===== config.mk =====
export PLATFORM = sky130hd
export DESIGN_NAME = mux_seq_flat
export DESIGN_NICKNAME = d
export VERILOG_FILES = /design/src/rtl/mux_seq_if.sv /design/src/rtl/mux_seq.sv /design/src/flat_wrapper.sv
export SDC_FILE = /design/constraint.sdc
export NUM_CORES = 1
export LEC_CHECK = 0
export CORE_MARGIN = 2
export CORE_UTILIZATION = 44
export CTS_CLUSTER_SIZE = 10
export DETAILED_ROUTE_END_ITERATION = 12
export HOLD_SLACK_MARGIN = 0.12
export PLACE_DENSITY = 0.85
export SYNTH_ARGS = -nofsm -noshare
export SYNTH_HDL_FRONTEND = slang
export SYNTH_SLANG_ARGS = --single-unit

===== constraint.sdc =====
create_clock -name clk -period 4.86 [get_ports clk]
set_input_delay 0.486 -clock clk [delete_from_list [all_inputs] [get_ports clk]]
set_output_delay 0.486 -clock clk [all_outputs]
set_load 0.01 [all_outputs]

===== src/rtl/mux_seq_if.sv =====
// Output beat bundle for mux_seq: registered sample, its channel index
// and the valid/ready pair. master = mux_seq side, slave = consumer side.
interface mux_seq_if #(
  parameter int WIDTH = 16,
  parameter int SEL_W = 4
);
  logic [WIDTH-1:0] out_data;
  logic [SEL_W-1:0] out_ch;
  logic             out_valid;
  logic             out_ready;

  modport master (
    output out_data,
    output out_ch,
    output out_valid,
    input  out_ready
  );

  modport slave (
    input  out_data,
    input  out_ch,
    input  out_valid,
    output out_ready
  );
endinterface


===== src/rtl/mux_seq.sv =====
// Registered N-to-1 mux with direct select and dwell-timed channel scan.
// Ports: clk, rst_n, in_data, mode/sel/sel_load, start/cont/dwell, abort,
// o (beat: out_data/out_ch/out_valid/out_ready), busy, done.
module mux_seq #(
  parameter int N_IN    = 14,
  parameter int WIDTH   = 16,
  parameter int DWELL_W = 8,
  localparam int SEL_W  = $clog2(N_IN)
) (
  input  logic                  clk,
  input  logic                  rst_n,
  input  logic [N_IN*WIDTH-1:0] in_data,
  input  logic                  mode,
  input  logic [SEL_W-1:0]      sel,
  input  logic                  sel_load,
  input  logic                  start,
  input  logic                  cont,
  input  logic [DWELL_W-1:0]    dwell,
  input  logic                  abort,
  mux_seq_if.master             o,
  output logic                  busy,
  output logic                  done
);

  localparam logic [1:0] S_IDLE = 2'd0;
  localparam logic [1:0] S_WAIT = 2'd1;
  localparam logic [1:0] S_EMIT = 2'd2;

  localparam logic [SEL_W-1:0] LAST = SEL_W'(N_IN - 1);

  logic [1:0]         state, state_n;
  logic [SEL_W-1:0]   ch, ch_n;
  logic [DWELL_W-1:0] cnt, cnt_n;
  logic [DWELL_W-1:0] dwell_q, dwell_n;
  logic               cont_q, cont_n;
  logic               scan_q, scan_n;
  logic [WIDTH-1:0]   data_q;
  logic [SEL_W-1:0]   och_q;
  logic               valid_q;
  logic               busy_q;
  logic               done_q, done_n;

  logic               smp;
  logic [SEL_W-1:0]   smp_idx;
  logic [WIDTH-1:0]   smp_data;
  logic [SEL_W-1:0]   nxt_ch;
  logic               acc;

  // Out-of-range indices fall through to zero.
  always_comb begin
    smp_data = '0;
    for (int k = 0; k < N_IN; k++) begin
      if (smp_idx == SEL_W'(k)) begin
        smp_data = in_data[k*WIDTH +: WIDTH];
      end
    end
  end

  assign acc    = valid_q && o.out_ready;
  assign nxt_ch = (ch == LAST) ? '0 : ch + SEL_W'(1);

  always_comb begin
    state_n = state;
    ch_n    = ch;
    cnt_n   = cnt;
    dwell_n = dwell_q;
    cont_n  = cont_q;
    scan_n  = scan_q;
    done_n  = 1'b0;
    smp     = 1'b0;
    smp_idx = ch;
    if (abort) begin
      state_n = S_IDLE;
    end else begin
      unique case (1'b1)
        (state == S_IDLE): begin
          if (!mode && sel_load) begin
            ch_n    = sel;
            scan_n  = 1'b0;
            smp     = 1'b1;
            smp_idx = sel;
            state_n = S_EMIT;
          end else if (mode && start) begin
            ch_n    = '0;
            cont_n  = cont;
            dwell_n = dwell;
            cnt_n   = dwell;
            scan_n  = 1'b1;
            if (dwell == '0) begin
              smp     = 1'b1;
              smp_idx = '0;
              state_n = S_EMIT;
            end else begin
              state_n = S_WAIT;
            end
          end
        end
        (state == S_WAIT): begin
          cnt_n = cnt - DWELL_W'(1);
          if (cnt <= DWELL_W'(1)) begin
            cnt_n   = '0;
            smp     = 1'b1;
            smp_idx = ch;
            state_n = S_EMIT;
          end
        end
        (state == S_EMIT): begin
          if (acc) begin
            if (!scan_q) begin
              if (sel_load && !mode) begin
                ch_n    = sel;
                smp     = 1'b1;
                smp_idx = sel;
              end else begin
                state_n = S_IDLE;
              end
            end else if (ch == LAST && !cont_q) begin
              state_n = S_IDLE;
              done_n  = 1'b1;
            end else begin
              ch_n  = nxt_ch;
              cnt_n = dwell_q;
              if (dwell_q == '0) begin
                smp     = 1'b1;
                smp_idx = nxt_ch;
              end else begin
                state_n = S_WAIT;
              end
            end
          end
        end
        default: state_n = S_IDLE;
      endcase
    end
  end

  always_ff @(posedge clk or negedge rst_n) begin
    if (!rst_n) begin
      state   <= S_IDLE;
      ch      <= '0;
      cnt     <= '0;
      dwell_q <= '0;
      cont_q  <= 1'b0;
      scan_q  <= 1'b0;
      data_q  <= '0;
      och_q   <= '0;
      valid_q <= 1'b0;
      busy_q  <= 1'b0;
      done_q  <= 1'b0;
    end else begin
      state   <= state_n;
      ch      <= ch_n;
      cnt     <= cnt_n;
      dwell_q <= dwell_n;
      cont_q  <= cont_n;
      scan_q  <= scan_n;
      valid_q <= (state_n == S_EMIT);
      busy_q  <= (state_n != S_IDLE);
      done_q  <= done_n;
      if (smp) begin
        data_q <= smp_data;
        och_q  <= smp_idx;
      end
    end
  end

  assign o.out_data  = data_q;
  assign o.out_ch    = och_q;
  assign o.out_valid = valid_q;
  assign busy        = busy_q;
  assign done        = done_q;

endmodule


===== src/flat_wrapper.sv =====
// flat-port wrapper written by rule: the top's interface ports become plain ports
module mux_seq_flat 
#(
  parameter int N_IN    = 14,
  parameter int WIDTH   = 16,
  parameter int DWELL_W = 8,
  localparam int SEL_W  = $clog2(N_IN)
)
  (clk, rst_n, in_data, mode, sel, sel_load, start, cont, dwell, abort, busy, done, o_out_data, o_out_ch, o_out_valid, o_out_ready);
  mux_seq_if #(.WIDTH(WIDTH)) o_i ();
  input  logic clk;
  input  logic rst_n;
  input  logic [N_IN*WIDTH-1:0] in_data;
  input  logic mode;
  input  logic [SEL_W-1:0] sel;
  input  logic sel_load;
  input  logic start;
  input  logic cont;
  input  logic [DWELL_W-1:0] dwell;
  input  logic abort;
  output logic busy;
  output logic done;
  output wire logic [$bits(o_i.out_data)-1:0] o_out_data;
  output wire logic [$bits(o_i.out_ch)-1:0] o_out_ch;
  output wire logic [$bits(o_i.out_valid)-1:0] o_out_valid;
  input wire logic [$bits(o_i.out_ready)-1:0] o_out_ready;
  assign o_out_data = o_i.out_data;
  assign o_out_ch = o_i.out_ch;
  assign o_out_valid = o_i.out_valid;
  assign o_i.out_ready = o_out_ready;
  mux_seq #(.N_IN(N_IN), .WIDTH(WIDTH), .DWELL_W(DWELL_W)) u_core (.clk(clk), .rst_n(rst_n), .in_data(in_data), .mode(mode), .sel(sel), .sel_load(sel_load), .start(start), .cont(cont), .dwell(dwell), .abort(abort), .o(o_i), .busy(busy), .done(done));
endmodule

* Word level (Yosys, flattened, before mapping)
Index checks and enable logic that the tools add are counted.
** Word-level totals
- Register bits :: 47
- Latch bits :: 0
- Bits in writable memories :: 0
- Memory bits (read-only) :: 0
- Input bits :: 244
- Output and inout port bits :: 23
- Logic and storage cells :: 125
- Memories kept :: 0
** Operators by class
- $add $sub $neg :: 2
- Multiply operators :: 0
- Divide/modulo/power cells :: 0
- Order comparisons :: 1
- Eq/ne operators :: 24
- Shift operators :: 0
- Muxes and demuxes :: 67
- Bitwise gates (word level) :: 2
- Reductions and logical operators :: 18
** Operators with widths (count)
- $mux W16 :: 14
- $mux W4 :: 15
- $mux W8 :: 6
- $eq A4 B4 Y1 const B :: 7
- $pmux W8 S3 :: 1
- $mux W2 :: 10
- $mux W1 :: 17
- $eq A4 B3 Y1 const B :: 4
- $logic_not A8 Y1 :: 2
- $pmux W4 S2 :: 2
- $eq A4 B2 Y1 const B :: 2
- $le A8 B1 Y1 const B :: 1
- $sub A8 B1 Y8 const B :: 1
- $reduce_and A7 Y1 :: 1
- $ne A2 B2 Y1 const B :: 3
- $ne A3 B3 Y1 const B :: 2
- $pmux W2 S3 :: 1
- $reduce_bool A2 Y1 :: 3
- $reduce_and A5 Y1 :: 1
- $add A4 B1 Y4 const B :: 1
- $eq A2 B2 Y1 const B :: 2
- $eq A4 B1 Y1 const B :: 1
- $logic_and A1 B1 Y1 :: 4
- $logic_not A4 Y1 :: 1
- 9 further kinds :: 12

* Depth between registers and ports, before layout
- Depth after elaboration :: 23
- Mapped depth :: 15
- Mapped depth without buffers :: 11

* Least setup slack after synthesis
No wires, ideal clock.
- Path kind :: register to register
- Start :: reg u_core.state[0]
- End :: reg u_core.data_q[9] (netlist: u_core.o.out_data[9])
- Arrival :: 2836 ps
- Data required time :: 4728 ps
- Slack :: 1892 ps
- Stages on the path, launching flop included :: 15
- Path buffers :: 3
- Clock period less this slack :: 2968 ps
- Cell sequence :: dfrtp_1 -> inv_1 -> ha_1 -> clkbuf_1 -> nor2b_1 -> a41o_1 -> a221o_1 -> a22o_4 -> or2_1 -> buf_6 -> nor2_2 -> buf_2 -> a41oi_1 -> a221oi_1 -> o21ai_1
** Between the ends
- Word-level cells in the longest chain between the ends :: 18
- Elaborated cells between the ends (all ways) :: 35
- Those cells by class :: eq/ne (15); mux (18); reduce/logical (2)
** RTL lines
- start, declared :: RTL line mux_seq.sv:31 : logic [1:0] state, state_n;
- start signal, assigned :: RTL line mux_seq.sv:151 : state <= state_n;
- $eq A2 B2 Y1 / $logic_not A2 Y1 (equally long branches) :: RTL line mux_seq.sv:107, mux_seq.sv:76
- $pmux W4 S2 :: RTL line mux_seq.sv:75 : unique case (1'b1)
- $mux W4 :: RTL line mux_seq.sv:72 : if (abort) begin
- $logic_not A4 Y1 :: RTL line mux_seq.sv:53 : if (smp_idx == SEL_W'(k)) begin
- $mux W16 (14 in a row) :: RTL line mux_seq.sv:53
- end signal, assigned :: RTL line mux_seq.sv:161 : data_q <= smp_data;
- end, declared :: RTL line mux_seq.sv:37 : logic [WIDTH-1:0] data_q;
Several ways; a longest one is shown, not always the timed one.
A chain may end at the register's enable or synchronous reset.

* Worst setup path in the final report
- Start :: reg u_core.state[0]
- End :: reg u_core.data_q[14] (netlist: u_core.o.out_data[14])
The elaborated chain is that of the path after synthesis.

==> metrics.yaml <==
endpoint: "u_core.o.out_data[14]$_DFFE_PN0P_"
ant_nets: 0
pin_count: 267
critPathCaptureType: "register"
hold_path.class: "primary input to asynchronous set/reset pin"
postCtsSetupBuffers: 0
pwr-share-comb: 0.619
ctsHtreeMaxLevel: 2
clk_latency_ns: 0.29
p_per_area_mw_per_mm2: 336
syn_inst: 683
cp.required_ns: 5.07
skew_ns: 0.00569
rr_worst_depth: 12
critPathKind: "register to register"
cts_root_buf: "clkbuf_16"
nNetsFinal: 1176
grt_use_total: 0.372
yosysWarnings: 0
r2r-start: "u_core.state[0]$_DFF_PN0_"
yosysUniqueCellTypes: 81
fin_setup_tns_ns: 0
wl_per_cell_um: 22.0
maxCapViolCount: 0
power.share.switching: 0.448
start_util: 0.445
core_sq_mm: 0.0113
cts_tree: "yes"
r2r_end: "u_core.o.out_data[14]$_DFFE_PN0P_"
ys_seq_area_frac: 0.234
grt_antenna_before_repair: 2
async_reset_ff_frac: 1.00
synth_nets: 935
drcViolationCount: 0
max_freq_mhz: 241
grt_pass1_vias: 6500
hold_viol: 0
grt_first_pass_wirelength_mm: 36.5
dp_cells: 1060
die_x_um: 111
worstSetupStartpoint: "u_core.state[0]$_DFF_PN0_"
power.internal_w: 0.00147
synth_edf_count: 0
fill_cells: 925
drt-total-wl_mm: 23.6
status: "complete, no violations"
irDropWorstVdd_mv: 0.233
final_util: 0.702
post_cts_resized: 0
drt-initial-drc-count: 688
ctsLongestPathBuffers: 2
p_switching_w: 0.00119
syn_area_sq_mm: 0.00502
tightest_slew_ns: 1.09
avgSynthCellArea_sq_um: 7.35
cts.clk_slew.worst_paths_ns: 0.06
ys.flop_type: "dfrtp_1"
p_leak_nw: 3.00
setup_viol: 0
finalPower_w: 0.00266
slew_headroom: 0.275
post-route-period-util: 0.852
dieArea_sq_mm: 0.0123
portBuffers: 266
path_max_fanout: 42
final.min_clock_period_ns: 4.14
area_growth_pct: 57.5
critPathArrivalTime_ns: 4.36
overflow: 0
vias: 6709
layout.cells.non_filler: 1070
clock-sinks: 47
dp_hpwl_mm: 19.1
finalMaxSlewViolations: 0
cts-hold-fix-buffers: 0
rows: 39
floorplan.die.height_um: 111
whs_ns: 0.404
vias_per_cell: 6.27
grt_max_degree: 53
dr.pass1.iters: 5
numCtsBuffers: 5
gp_congestion: 1.03
seqPwrFrac: 0.255
drive_gt1_frac: 0.0735
power_frac_clock: 0.126
cp-start-kind: "register"
reg2reg_slack_ns: 0.72
rsz0062_at_grt: "no"
synth-seq-cells: 47
-- registers in the layout, indices dropped and copies added (netlist names), 2 cells and up --
name	count
u_core.o.out_ch	4
u_core.ch	4
u_core.state	2
u_core.o.out_data	16
u_core.cnt	8
u_core.dwell_q	8
-- layout by cell type (no fill, tap or decap), types with 6 or more instances in the layout --
| master | count |
|---|---|
| a22oi_1 | 7 |
| a311oi_1 | 8 |
| mux2_2 | 20 |
| ha_1 | 8 |
| dfrtp_1 | 47 |
| clkdlybuf4s50_1 | 265 |
| a31oi_1 | 11 |
| o211ai_1 | 13 |
| a32oi_1 | 11 |
| nor4_1 | 12 |
| o21ai_0 | 50 |
| o221ai_1 | 6 |
| mux2i_1 | 14 |
| buf_4 | 19 |
| nand3_1 | 28 |
| nor2_1 | 69 |
| nand2_1 | 123 |
| or3_1 | 7 |
| inv_1 | 13 |
| o2bb2ai_1 | 7 |
| a221oi_1 | 8 |
| o22ai_1 | 11 |
| a21oi_1 | 27 |
| nor3_1 | 22 |
-- power groups by stage --
stage,logic (W),registers (W),clock network [W]
2_1_floorplan,0.000926,0.000660,0
3_3_place_gp,0.00157,0.000675,0
3_5_place_dp,0.00160,0.000676,0
4_1_cts,0.00161,0.000670,0.000335
5_1_grt,0.00176,0.000690,0.000354
6_report,0.00165,0.000677,0.000335
-- synthesized netlist by cell type, types with 13 or more instances --
cell        n  share of area
nor2_1     69          0.052
buf_2      20          0.020
o211ai_1   13          0.019
mux2_2     20          0.045
mux2i_1    14          0.028
o21ai_0    50          0.050
clkbuf_1   20          0.015
dfrtp_1    47           0.23
nand2_1   123          0.092
nor3_1     22          0.022
inv_1      13         0.0097
a21oi_1    27          0.027
nand3_1    28          0.028
-- cell type report --
type	count	area [sq um]	area share
multi-input combinational	572	3560	0.450
timing repair buffer	285	2800	0.354
sequential	47	1180	0.149
tap	143	179	0.0226
clock buffer	7	133	0.0168
inverter	13	48.8	0.00617
clock inverter	1	5.00	0.000633
antenna	2	5.00	0.000633
-- cell families after synthesis --
logic type | synth area share
compound gates | 0.322
xor+xnor | 0.0122
fa+ha+maj | 0.0199
buf+inv | 0.0643
flops | 0.234
mux | 0.0750
simple gates | 0.273
-- critical path, cell delays in order, from the launching register on --
cell and delay, ns:
dfrtp_1 0.43, inv_1 0.14, ha_1 0.84, nor2_1 0.07, nor2_1 0.36, a31o_2 0.29
o211a_2 0.41, buf_4 0.45, nand3_1 0.15, a31o_2 0.28, a31oi_1 0.33, o211ai_1 0.14
a21oi_1 0.14
-- per-stage QoR --
stage | area (sq um) | setup slack, ns
floorplan | 5020 | 1.89
global placement | 7760 | 0.749
detailed placement | 7760 | 0.664
CTS | 7900 | 0.823
global route | 7910 | 0.415
finish | 7910 | 0.719
-- worst min path at each step --
| stage | end | slack (ns) | cells after the start |
|---|---|---|---|
| 2_1_floorplan | u_core.busy$_DFF_PN0_ | 0.19 | 0 |
| 3_3_place_gp | u_core.o.out_ch[0]$_DFFE_PN0P_ | 0.46 | 2 |
| 3_5_place_dp | u_core.o.out_ch[0]$_DFFE_PN0P_ | 0.48 | 2 |
| 4_1_cts | u_core.dwell_q[3]$_DFFE_PN0P_ | 0.45 | 1 |
| 5_1_grt | u_core.dwell_q[7]$_DFFE_PN0P_ | 0.50 | 1 |
| 6_report | u_core.dwell_q[3]$_DFFE_PN0P_ | 0.40 | 1 |
-- metal layers --
layer | up-vias | track usage | part of all wire
li1 | 3064 | - | -
met1 | 3126 | 0.494 | 0.40
met2 | 463 | 0.600 | 0.46
met3 | 56 | 0.0716 | 0.10
met4 | 0 | 0.143 | 0.035
met5 | - | 0 | 0
(Power assumes the default switching activity.)
